==> config.mk <==
export PLATFORM = sky130hd
export DESIGN_NAME = sign_accum32
export DESIGN_NICKNAME = d
export VERILOG_FILES = /design/src/rtl/sign_accum32.sv
export SDC_FILE = /design/constraint.sdc
export NUM_CORES = 1
export LEC_CHECK = 0
export BUFFER_PORTS_ARGS = -buffer_cell sky130_fd_sc_hd__buf_2
export CAP_MARGIN = 40
export CORE_ASPECT_RATIO = 2
export CORE_MARGIN = 3
export CORE_UTILIZATION = 58
export DETAILED_ROUTE_END_ITERATION = 16
export PLACE_DENSITY = 0.91
export SYNTH_ARGS = -nofsm -noshare
export SYNTH_HDL_FRONTEND = slang
export SYNTH_SLANG_ARGS = --single-unit
==> constraint.sdc <==
create_clock -name clk -period 3.1 [get_ports clk]
set_input_delay 0.62 -clock clk [delete_from_list [all_inputs] [get_ports clk]]
set_output_delay 0.62 -clock clk [all_outputs]
set_load 0.05 [all_outputs]
==> src/rtl/sign_accum32.sv <==
// Signed accumulator behind the conditional-inversion stage: completes the two's-complement
// conversion via carry-in and sums NTERMS terms per group with a backpressured result register.
module sign_accum32 #(
    parameter int unsigned NTERMS = 8
) (
    input  logic        clk,
    input  logic        rst,
    input  logic        in_valid,
    output logic        in_ready,
    input  logic [31:0] in_mag,
    input  logic        in_sign,
    output logic        out_valid,
    input  logic        out_ready,
    output logic [31:0] out_sum,
    output logic        out_ovf
);

    localparam int unsigned DW    = 32;
    localparam int unsigned CNT_W = (NTERMS > 2) ? $clog2(NTERMS) : 1;
    localparam logic [CNT_W-1:0] LAST_CNT = CNT_W'(NTERMS - 1);

    logic [DW-1:0]    x1;
    logic             c1;
    logic             v1;
    logic [DW-1:0]    acc;
    logic             ovf_acc;
    logic [CNT_W-1:0] cnt;

    logic             last;
    logic             adv;
    logic [DW-1:0]    addend;
    logic [DW-1:0]    sum;
    logic             ovf;

    // Only the final term of a group can stall, and only on a full, unaccepted result.
    always_comb begin
        last     = (cnt == LAST_CNT);
        adv      = !(last && out_valid && !out_ready);
        in_ready = !rst && (!v1 || adv);
        addend   = x1 + DW'(c1);
        sum      = acc + x1 + DW'(c1);
        ovf      = (acc[DW-1] == addend[DW-1]) && (sum[DW-1] != acc[DW-1]);
    end

    // S1: one's-complement of the magnitude; sign is carried forward as carry-in.
    always_ff @(posedge clk) begin
        if (rst) begin
            x1 <= '0;
            c1 <= 1'b0;
            v1 <= 1'b0;
        end else if (in_valid && in_ready) begin
            x1 <= in_mag ^ {DW{in_sign}};
            c1 <= in_sign;
            v1 <= 1'b1;
        end else if (v1 && adv) begin
            v1 <= 1'b0;
        end
    end

    // S2: accumulate, and on the final term publish the group result.
    always_ff @(posedge clk) begin
        if (rst) begin
            acc       <= '0;
            ovf_acc   <= 1'b0;
            cnt       <= '0;
            out_valid <= 1'b0;
            out_sum   <= '0;
            out_ovf   <= 1'b0;
        end else begin
            if (out_valid && out_ready) begin
                out_valid <= 1'b0;
            end
            if (v1 && adv) begin
                if (last) begin
                    out_sum   <= sum;
                    out_ovf   <= ovf_acc | ovf;
                    out_valid <= 1'b1;
                    acc       <= '0;
                    ovf_acc   <= 1'b0;
                    cnt       <= '0;
                end else begin
                    acc     <= sum;
                    ovf_acc <= ovf_acc | ovf;
                    cnt     <= cnt + CNT_W'(1);
                end
            end
        end
    end

endmodule
==> results of run 1 <==
[worst reg2reg max path, stage by stage, from the launching register on]
cell and delay [ns]:
dfxtp_1 0.32, inv_1 0.08, fa_1 0.18, inv_1 0.06, fa_2 0.35, a21o_1 0.19
a311o_1 0.39, a21o_1 0.19, a31o_2 0.26, a31oi_4 0.34, o31ai_2 0.15, xnor2_1 0.15
a22o_1 0.21
[cells by family after synthesis]
logic type	share of synthesized area (%)
fa+ha+maj	8.01
buf+inv	3.39
mux	0.364
simple gates	14.9
xor+xnor	10.1
flops	37.9
compound gates	25.4
[routing by layer]
layer	GRT usage, %	wire length, µm
met1	30.0	5240
met2	56.9	9020
met3	6.79	701
met4	25.9	1500
met5	0	0
[power by group]
| part | internal (mW) | total, mW | switching (mW) |
|---|---|---|---|
| clock network | 0.697 | 1.19 | 0.498 |
| registers | 1.40 | 1.47 | 0.0731 |
| logic | 0.181 | 0.474 | 0.293 |
| total | 2.28 | 3.14 | 0.864 |
[area by class of cell]
type,count,area [µm²],area share [%]
clock buffer,13,270,4.31
clock inverter,3,47.5,0.759
inverter,11,41.3,0.659
multi-input combinational,475,3250,51.9
sequential,104,2080,33.2
tap,102,128,2.04
timing repair buffer,83,445,7.11
[what timing repair did]
item | in CTS | in global routing
setup buffers | 0 | 1
hold endpoints to repair | 0 | 0
resized for setup | 0 | 4
setup endpoints to repair | 0 | 8
[cells in the final DEF, fill, tap and decap left out, drive strengths merged, types with 3 or more instances in the layout]
| cell | n |
|---|---|
| nand3 | 43 |
| buf | 83 |
| a22oi | 13 |
| xor2 | 11 |
| a22o | 39 |
| clkbuf | 13 |
| ha | 32 |
| o21ai | 56 |
| and2 | 3 |
| nor3 | 10 |
| nand4 | 17 |
| a21o | 19 |
| o21bai | 6 |
| dfxtp | 104 |
| a211oi | 4 |
| nor4 | 3 |
| nand2 | 48 |
| nor2b | 4 |
| inv | 12 |
| and3 | 5 |
| nand2b | 7 |
| xnor2 | 50 |
| o211ai | 4 |
| o31ai | 4 |
| a31oi | 8 |
| a21oi | 37 |
| nor2 | 27 |
[worst min path at each step]
stage	from	to	slack (ns)	cells past startpoint
after floorplan	acc[19]	acc[19]	0.43	2
after global placement	out_sum[31]	out_sum[31]	0.43	2
after detailed placement	out_sum[19]	out_sum[19]	0.44	2
after CTS	ovf_acc	ovf_acc	0.46	2
after global routing	out_sum[31]	out_sum[31]	0.48	2
final	out_sum[31]	out_sum[31]	0.45	2
[flip-flops by register name, indices dropped and copies added, names as in the netlist]
register	cells
acc	32
c1	1
cnt	3
out_ovf	1
out_sum	32
out_valid	1
ovf_acc	1
v1	1
x1	32
[stage by stage]
stage / total power [mW] / TNS (ns) / instance area (µm²) / setup WS, ns
4_1_cts: 3.14 / 0 / 6240 / 0.120
3_3_place_gp: 1.94 / 0 / 5920 / 0.189
5_1_grt: 3.26 / -0.0484 / 6260 / -0.0276
3_5_place_dp: 1.96 / 0 / 5920 / 0.125
6_report: 3.14 / 0 / 6260 / 0.107
2_1_floorplan: 1.80 / 0 / 5500 / 0.377
==> impl.org, run 1 <==
** Status
- The run finished with clean final reports.

** Final layout
- Proportion of layout cells with a drive suffix above 1 :: between 10% and 20%
- Number of filler cells placed in the layout :: approximately 770
- 0 antenna diodes ended up in the layout.
- Fin util :: approximately 70%
- Relative to the synthesized area, the layout overhead comes to 13.9%.
- Final net count :: 755
- The finished layout holds just under 800 standard cells, fillers aside.

** Synthesis
- Yosys mapped a number of flops with a built-in enable equal to 0.
- Count of cell types in the netlist :: 53
- Most used DFF post-synth :: dfxtp_1
- Total of flip-flops plus latches after synthesis :: 104
- For this run, the number of Yosys warnings is 0.
- Cell type with the largest total area after synthesis :: dfxtp_1
- After synthesis, the largest area contributor takes up about 38% of total cell area.
- When the netlist entered floorplanning its net count stood at 699.
- In the synthesized netlist the async set-or-reset flop fraction comes to 0%.
- Summing every instance area after synthesis gives 5500 µm².
- Post-Syn Area per Cell :: 8.76 µm²
- Most common cell in the netlist :: dfxtp_1
- Sequential share of the synthesized area :: a little under two fifths
- Most area-consuming cells after synthesis :: dfxtp_1 (38%), xnor2_1 (8.0%), ha_1 (7.3%)
- Number of instances in the synthesized netlist :: between 600 and 700
- The commonest cells after synthesis are dfxtp_1 (104), xnor2_1 (50), nand2_1 (48).

** Clocking
- Count of hold buffers inserted by post-cts repair :: 0
- The longest clock path from root to sink contains 2 buffers.
- Cell at the root of the clock tree :: clkbuf_16
- The clock drives between 100 and 150 sinks.
- Clock-pin slew was measured on the worst setup and hold paths at around 0.070 ns.
- The later pin in the worst-skew pair is clocked with a latency of approximately 0.35 ns.
- TritonCTS clock tree :: built
- CTS Buf Count :: 9
- Total number of H-tree levels :: 3

** Detailed routing
- Using the TritonRoute via totals, the vias-per-cell ratio works out to 6.42.
- The detailed router placed slightly above 5000 vias in this run.
- The routed design has approximately 16 mm of wire.
- After detailed routing, the average wire length per cell comes to 20.8 µm.
- Post-route ant nets :: 0
- In this run, the number of DRC markers left after iteration 0 of detailed routing was between 200 and 300.
- The first detailed-routing pass ran for 5 iterations.
- Remaining routing DRC violations :: 0

** Pwr
- For this design the static power due to leakage is around 2.7 nW.
- The worst-case IR drop observed on VDD is about 440 µV.
- Power density relative to cell area :: approximately 500 nW/µm²

** Floorplan
- Number of standard-cell rows in the floorplan :: between 40 and 50
- The initial utilization of the core area, before any placement, comes to approximately three fifths.
- Die Footprint :: between 10000 and 15000 µm²
- I/O pin count :: between 70 and 80
- Die Height :: 144 µm
- Measured along the x axis, the die boundary spans 74.9 µm.
- The total area inside the core boundary comes to between 9000 and 10000 µm².

** Global route
- Grt total ovfl :: 0
- GRT Overall Usage :: between 30% and 40%
- Entering global routing, the biggest net connects 67 pins.
- Number of antenna violations at the first check in global routing :: 0
- The first global-routing pass estimated 25.6 mm of wire.
- Via count of the first global-routing pass :: ~5000

** Critical path
- The worst setup path is captured at a flop.
- Startpoint of the lowest-slack register-to-register path :: x1[0]
- For this run, the slowest stage of the critical path takes 0.39 ns.
- Among cell families on the critical path, the largest total delay comes from compound AO/OA/AOI/OAI gates.
- Critical-path cell with the highest stage delay :: a311o_1
- The endpoint identified for the worst register-to-register timing path is acc[26].
- Register-to-register setup slack :: between 0.1 and 0.15 ns
- Arrival time at the worst endpoint :: 3.23 ns
- Walking the worst path, the cells encountered are inv_1, fa_1, inv_1, fa_2, a21o_1, a311o_1, a21o_1, a31o_2, a31oi_4, o31ai_2, xnor2_1, a22o_1.
- The critical path is of the reg2reg type.
- Buf+Inv Stages, Crit Path :: 2
- Worst-case reg-to-reg path depth :: 12
- Critical Path Fanout Max :: 6
- Critical path launch point type :: flop
- The critical path ends at acc[26].
- Tracing the worst setup path back leads to its startpoint at x1[0].
- STA puts the critical path data required time at ~3.3 ns.
- The critical path crosses 12 cells after its start point.

** Timing
- For the pin with the worst max-slew slack, the measured transition is 0.946 ns.
- The final count of pins violating max slew came to 0.
- Final number of setup-violating endpoints :: 0
- Relative slew slack :: 36.7%
- Final cycle utilization of the critical path :: slightly below 100%
- Static timing analysis puts the maximum clock frequency at 334 MHz.
- The tightest hold path in the finished design has a slack of ~0.45 ns.
- Hold Fails Final Rpt :: 0
- The smallest clock period supported by the final layout is computed as about 3.0 ns.
- Clock skew on the completed layout was measured at ~0.011 ns.

** Hold path
- The worst hold path belongs to the class reg2reg.

** Place
- Routability congestion estimate from global placement :: roughly 1.0
- Port buffering added about 70 buffers.
- In this run, placement finished with an instance count of around 770.
- Detailed placement HPWL :: about 12 mm

** Flow run
- Number of violations of the max-capacitance limit :: 0
No activity file was read; power rests on OpenSTA's default activity.
==> run 2: changes to the inputs <==
--- a/config.mk
+++ b/config.mk
@@ -7,7 +7,7 @@
 export LEC_CHECK = 0
 export BUFFER_PORTS_ARGS = -buffer_cell sky130_fd_sc_hd__buf_2
 export CAP_MARGIN = 40
-export CORE_ASPECT_RATIO = 2
+export CORE_ASPECT_RATIO = 1.2
 export CORE_MARGIN = 3
 export CORE_UTILIZATION = 58
 export DETAILED_ROUTE_END_ITERATION = 16
==> run 2 against run 1 <==
Against the previous run:
- cell area is 1.5% lower
- wire length down 11%
- flip-flop and latch count did not move
- critical endpoint is now acc[24]
- worst setup slack better by 0.052 ns
- sequential power barely moved
- clock skew is 0.0022 ns lower
- die area shrank 0.62%
- register-to-register slack better by 0.05 ns
==> impl.org, run 2 (synthesis results as in run 1) <==
** Status
- The flow ran to the end, and the final reports show no timing, DRC or antenna violations.

** Global route
- The sum of overflow across all layers after global routing is 0 (unchanged).
- Via count of the first global-routing pass :: 4921 (-3.1%)
- The first-pass GRT wire length came to 23.8 mm (-7.3%).
- The maximum number of pins on one net before global-route repair came to 67 (unchanged).
- GRT Overall Usage :: 28.4% (-3.8 points)
- Number of antenna violations at the first check in global routing :: 0 (unchanged)

** Timing
- The final count of pins violating max slew was 0 (unchanged).
- Relative slew slack :: 41.1% (+4.4 points)
- Transition time at the pin with the least slew margin :: 0.883 ns (-0.0628 ns)
- Fmax :: 340 MHz (+1.8%)
- The worst hold slack was 0.448 ns (-0.00696 ns).
- Final critical path time including I/O delays and setup :: 2.94 ns (-0.0519 ns)
- The worst clock skew on the final layout was 0.00857 ns (-0.00218 ns).
- The final count of hold timing violations is 0 (unchanged).
- The fraction of the cycle the final worst path needs came to 94.9% (-1.7 points).
- Final number of setup-violating endpoints :: 0 (unchanged)
- Setup repair after global routing left no endpoint under its margin.
- TNS Setup :: 0 ns (unchanged)

** Final layout
- The number of nets in the final layout came to 758 (+0.40%).
- Layout overhead on the synthesized area :: 12.1%
- Fin util :: 67.6% (-1.0 points)
- The cell area after layout is 6170 µm² (-1.5%).
- Antenna diode count :: 0 (unchanged)
- The number of inserted filler cells in the final layout is 781 (+1.6%).
- Registers with the highest flip-flop counts :: acc: 32 flops, out_sum: 32 flops, x1: 32 flops
- Most used cells in the layout excluding fill and tap cells :: dfxtp_1 (104), buf_2 (71), xnor2_1 (50)
- The share of post-route cells with drive strength above 1 came to 15.9% (-0.069 points).
- Leaving out fill and tap cells, the most frequent cell in the layout is dfxtp_1.

** Detailed routing
- The DRC violations left was 0 (unchanged).
- The met2 wire length is 7.73 mm (-14%).
- Post-route ant nets :: 0 (unchanged)
- WL final :: 14.6 mm (-11%)
- Highest layer used for signal routing :: met4
- The detailed-route wire length per cell came to 18.0 µm (-14%).
- Total routed wire length on the met1 layer :: 5.48 mm (+4.6%)
- The wire length on met3 is 574 µm (-18%).
- Count of TritonRoute iterations in the first routing pass :: 5 (unchanged)
- Routed vias/inst :: 6.16 (-4.0%)
- Number of violations reported at the end of detailed-routing iteration 0 :: 249 (-12%)
- Total via count after detailed routing :: 4999 (-1.5%)

** Critical path
- The data required time at the worst endpoint came to 3.38 ns (+0.04 ns).
- The critical path in this run is classified as reg2reg.
- Crit. Startpoint :: x1[0]
- The startpoint identified for the worst register-to-register timing path is x1[0].
- Worst setup EP type :: flop
- Register-to-register setup slack :: 0.16 ns (+0.05 ns)
- Arrival time at the worst endpoint :: 3.22 ns (about the same)
- Following the worst setup path forward leads to its endpoint at acc[24].
- STA classifies the critical path startpoint as a flop.
- The number of cell instances on the worst register-to-register path came to 12 (unchanged).
- Critical Path Fanout Max :: 6 (unchanged)
- The endpoint identified for the worst register-to-register timing path is acc[24].

** Hold path
- Hold crit path type :: reg2reg

** Floorplan
- Number of standard-cell rows in the floorplan :: 38 (-22%)
- Die Footprint :: 10700 µm² (-0.62%)
- The height of the chip is 113 µm (-22%).
- Die X :: 94.9 µm (+27%)
- The top-level port count is 72 (unchanged).
- Initial core utilization :: 60.3% (about the same)
- Core Footprint :: 9130 µm² (about the same)

** Clocking
- Cell at the root of the clock tree :: clkbuf_8
- Number of buffers on the longest clock path :: 2 (unchanged)
- TritonCTS built the clock tree.
- The number of CTS-inserted buffers was 9 (unchanged).
- Clock sink count :: 104 (unchanged)
- Clock transition at the registers of the reported paths :: 0.10 ns (+0.03 ns)
- The number of resized instances in the post-cts repair step came to 0 (unchanged).
- Total number of H-tree levels :: 3 (unchanged)
- The clock latency on the worst-skew pair came to 0.38 ns (+0.03 ns).

** Place
- Standard cell area after detailed placement :: 5970 µm² (+0.76%)
- The detailed-placement wirelength estimate came to 11.1 mm (-11%).
- Routability congestion estimate from global placement :: 0.915 (-8.4%)
- Port buffer count :: 71 (unchanged)

** Pwr
- The peak supply drop came to 318 µV (-28%).
- The leakage power of the design is 2.70 nW (-1.7%).
- The power density relative to cell area was 445 nW/µm² (-11%).

** Flow run
- Number of violations of the max-capacitance limit :: 0 (unchanged)
==> run 2: cell count changes in the layout (fill, tap and decap cells not counted), moves of 2 or more <==
| cell | delta |
|---|---|
| clkbuf_16 | -9 |
| clkbuf_8 | +9 |
| buf_4 | +3 |
| clkinv_2 | +2 |
| o21ai_1 | +2 |
| o21ai_2 | -2 |
==> run 2: how the worst min path moves through the flow <==
| stage | depth (start not counted) | slack (ns) | from | endpoint |
|---|---|---|---|---|
| floorplan | 2 | 0.43 | acc[19] | acc[19] |
| global placement | 2 | 0.43 | out_sum[31] | out_sum[31] |
| detailed placement | 2 | 0.44 | out_sum[31] | out_sum[31] |
| CTS | 2 | 0.45 | out_sum[31] | out_sum[31] |
| global route | 2 | 0.48 | out_sum[31] | out_sum[31] |
| finish | 2 | 0.45 | out_sum[31] | out_sum[31] |
==> run 2: layout make-up <==
cell class	instances	area [µm²]	share of cell area, %
clock buffers	12	165	2.68
clock inverters	4	26.3	0.426
inverters	11	41.3	0.669
multi-input cells	475	3240	52.5
flip-flops and latches	104	2080	33.8
well taps	120	150	2.43
repair buffers	86	468	7.59
==> run 2: what timing repair did <==
action | 4_1_cts | 5_1_grt
hold buffers | 0 | 0
buffers inserted | 0 | 1
setup endpoints to repair | 0 | 8
==> run 2: critical path: stages, from the launching register on <==
cell and delay, ns:
dfxtp_1 0.34, inv_1 0.08, fa_1 0.18, inv_1 0.05, fa_1 0.40, a21o_1 0.21
a311o_1 0.30, a21o_1 0.19, a31o_2 0.27, a31oi_4 0.31, o21ai_1 0.13, xor2_1 0.17
a22o_1 0.22
==> run 2: where the power goes <==
group	total (mW)	switching [mW]	leakage [nW]	internal [mW]
registers	1.46	0.0631	0.847	1.40
clock network	0.819	0.461	0.0988	0.358
logic	0.465	0.284	1.76	0.181
==> run 2: metal layers <==
layer,up-vias,GRT usage [%]
li1,2419,-
met1,2379,30.6
met2,156,51.8
met3,45,2.61
met4,0,17.7
met5,-,0
==> run 2: through the flow <==
stage	cells	setup slack (ns)	total power, mW
CTS	811	0.104	2.75
detailed placement	795	0.125	1.95
global route	812	0.0121	2.86
finish	812	0.159	2.74
floorplan	628	0.377	1.80
global placement	795	0.195	1.93
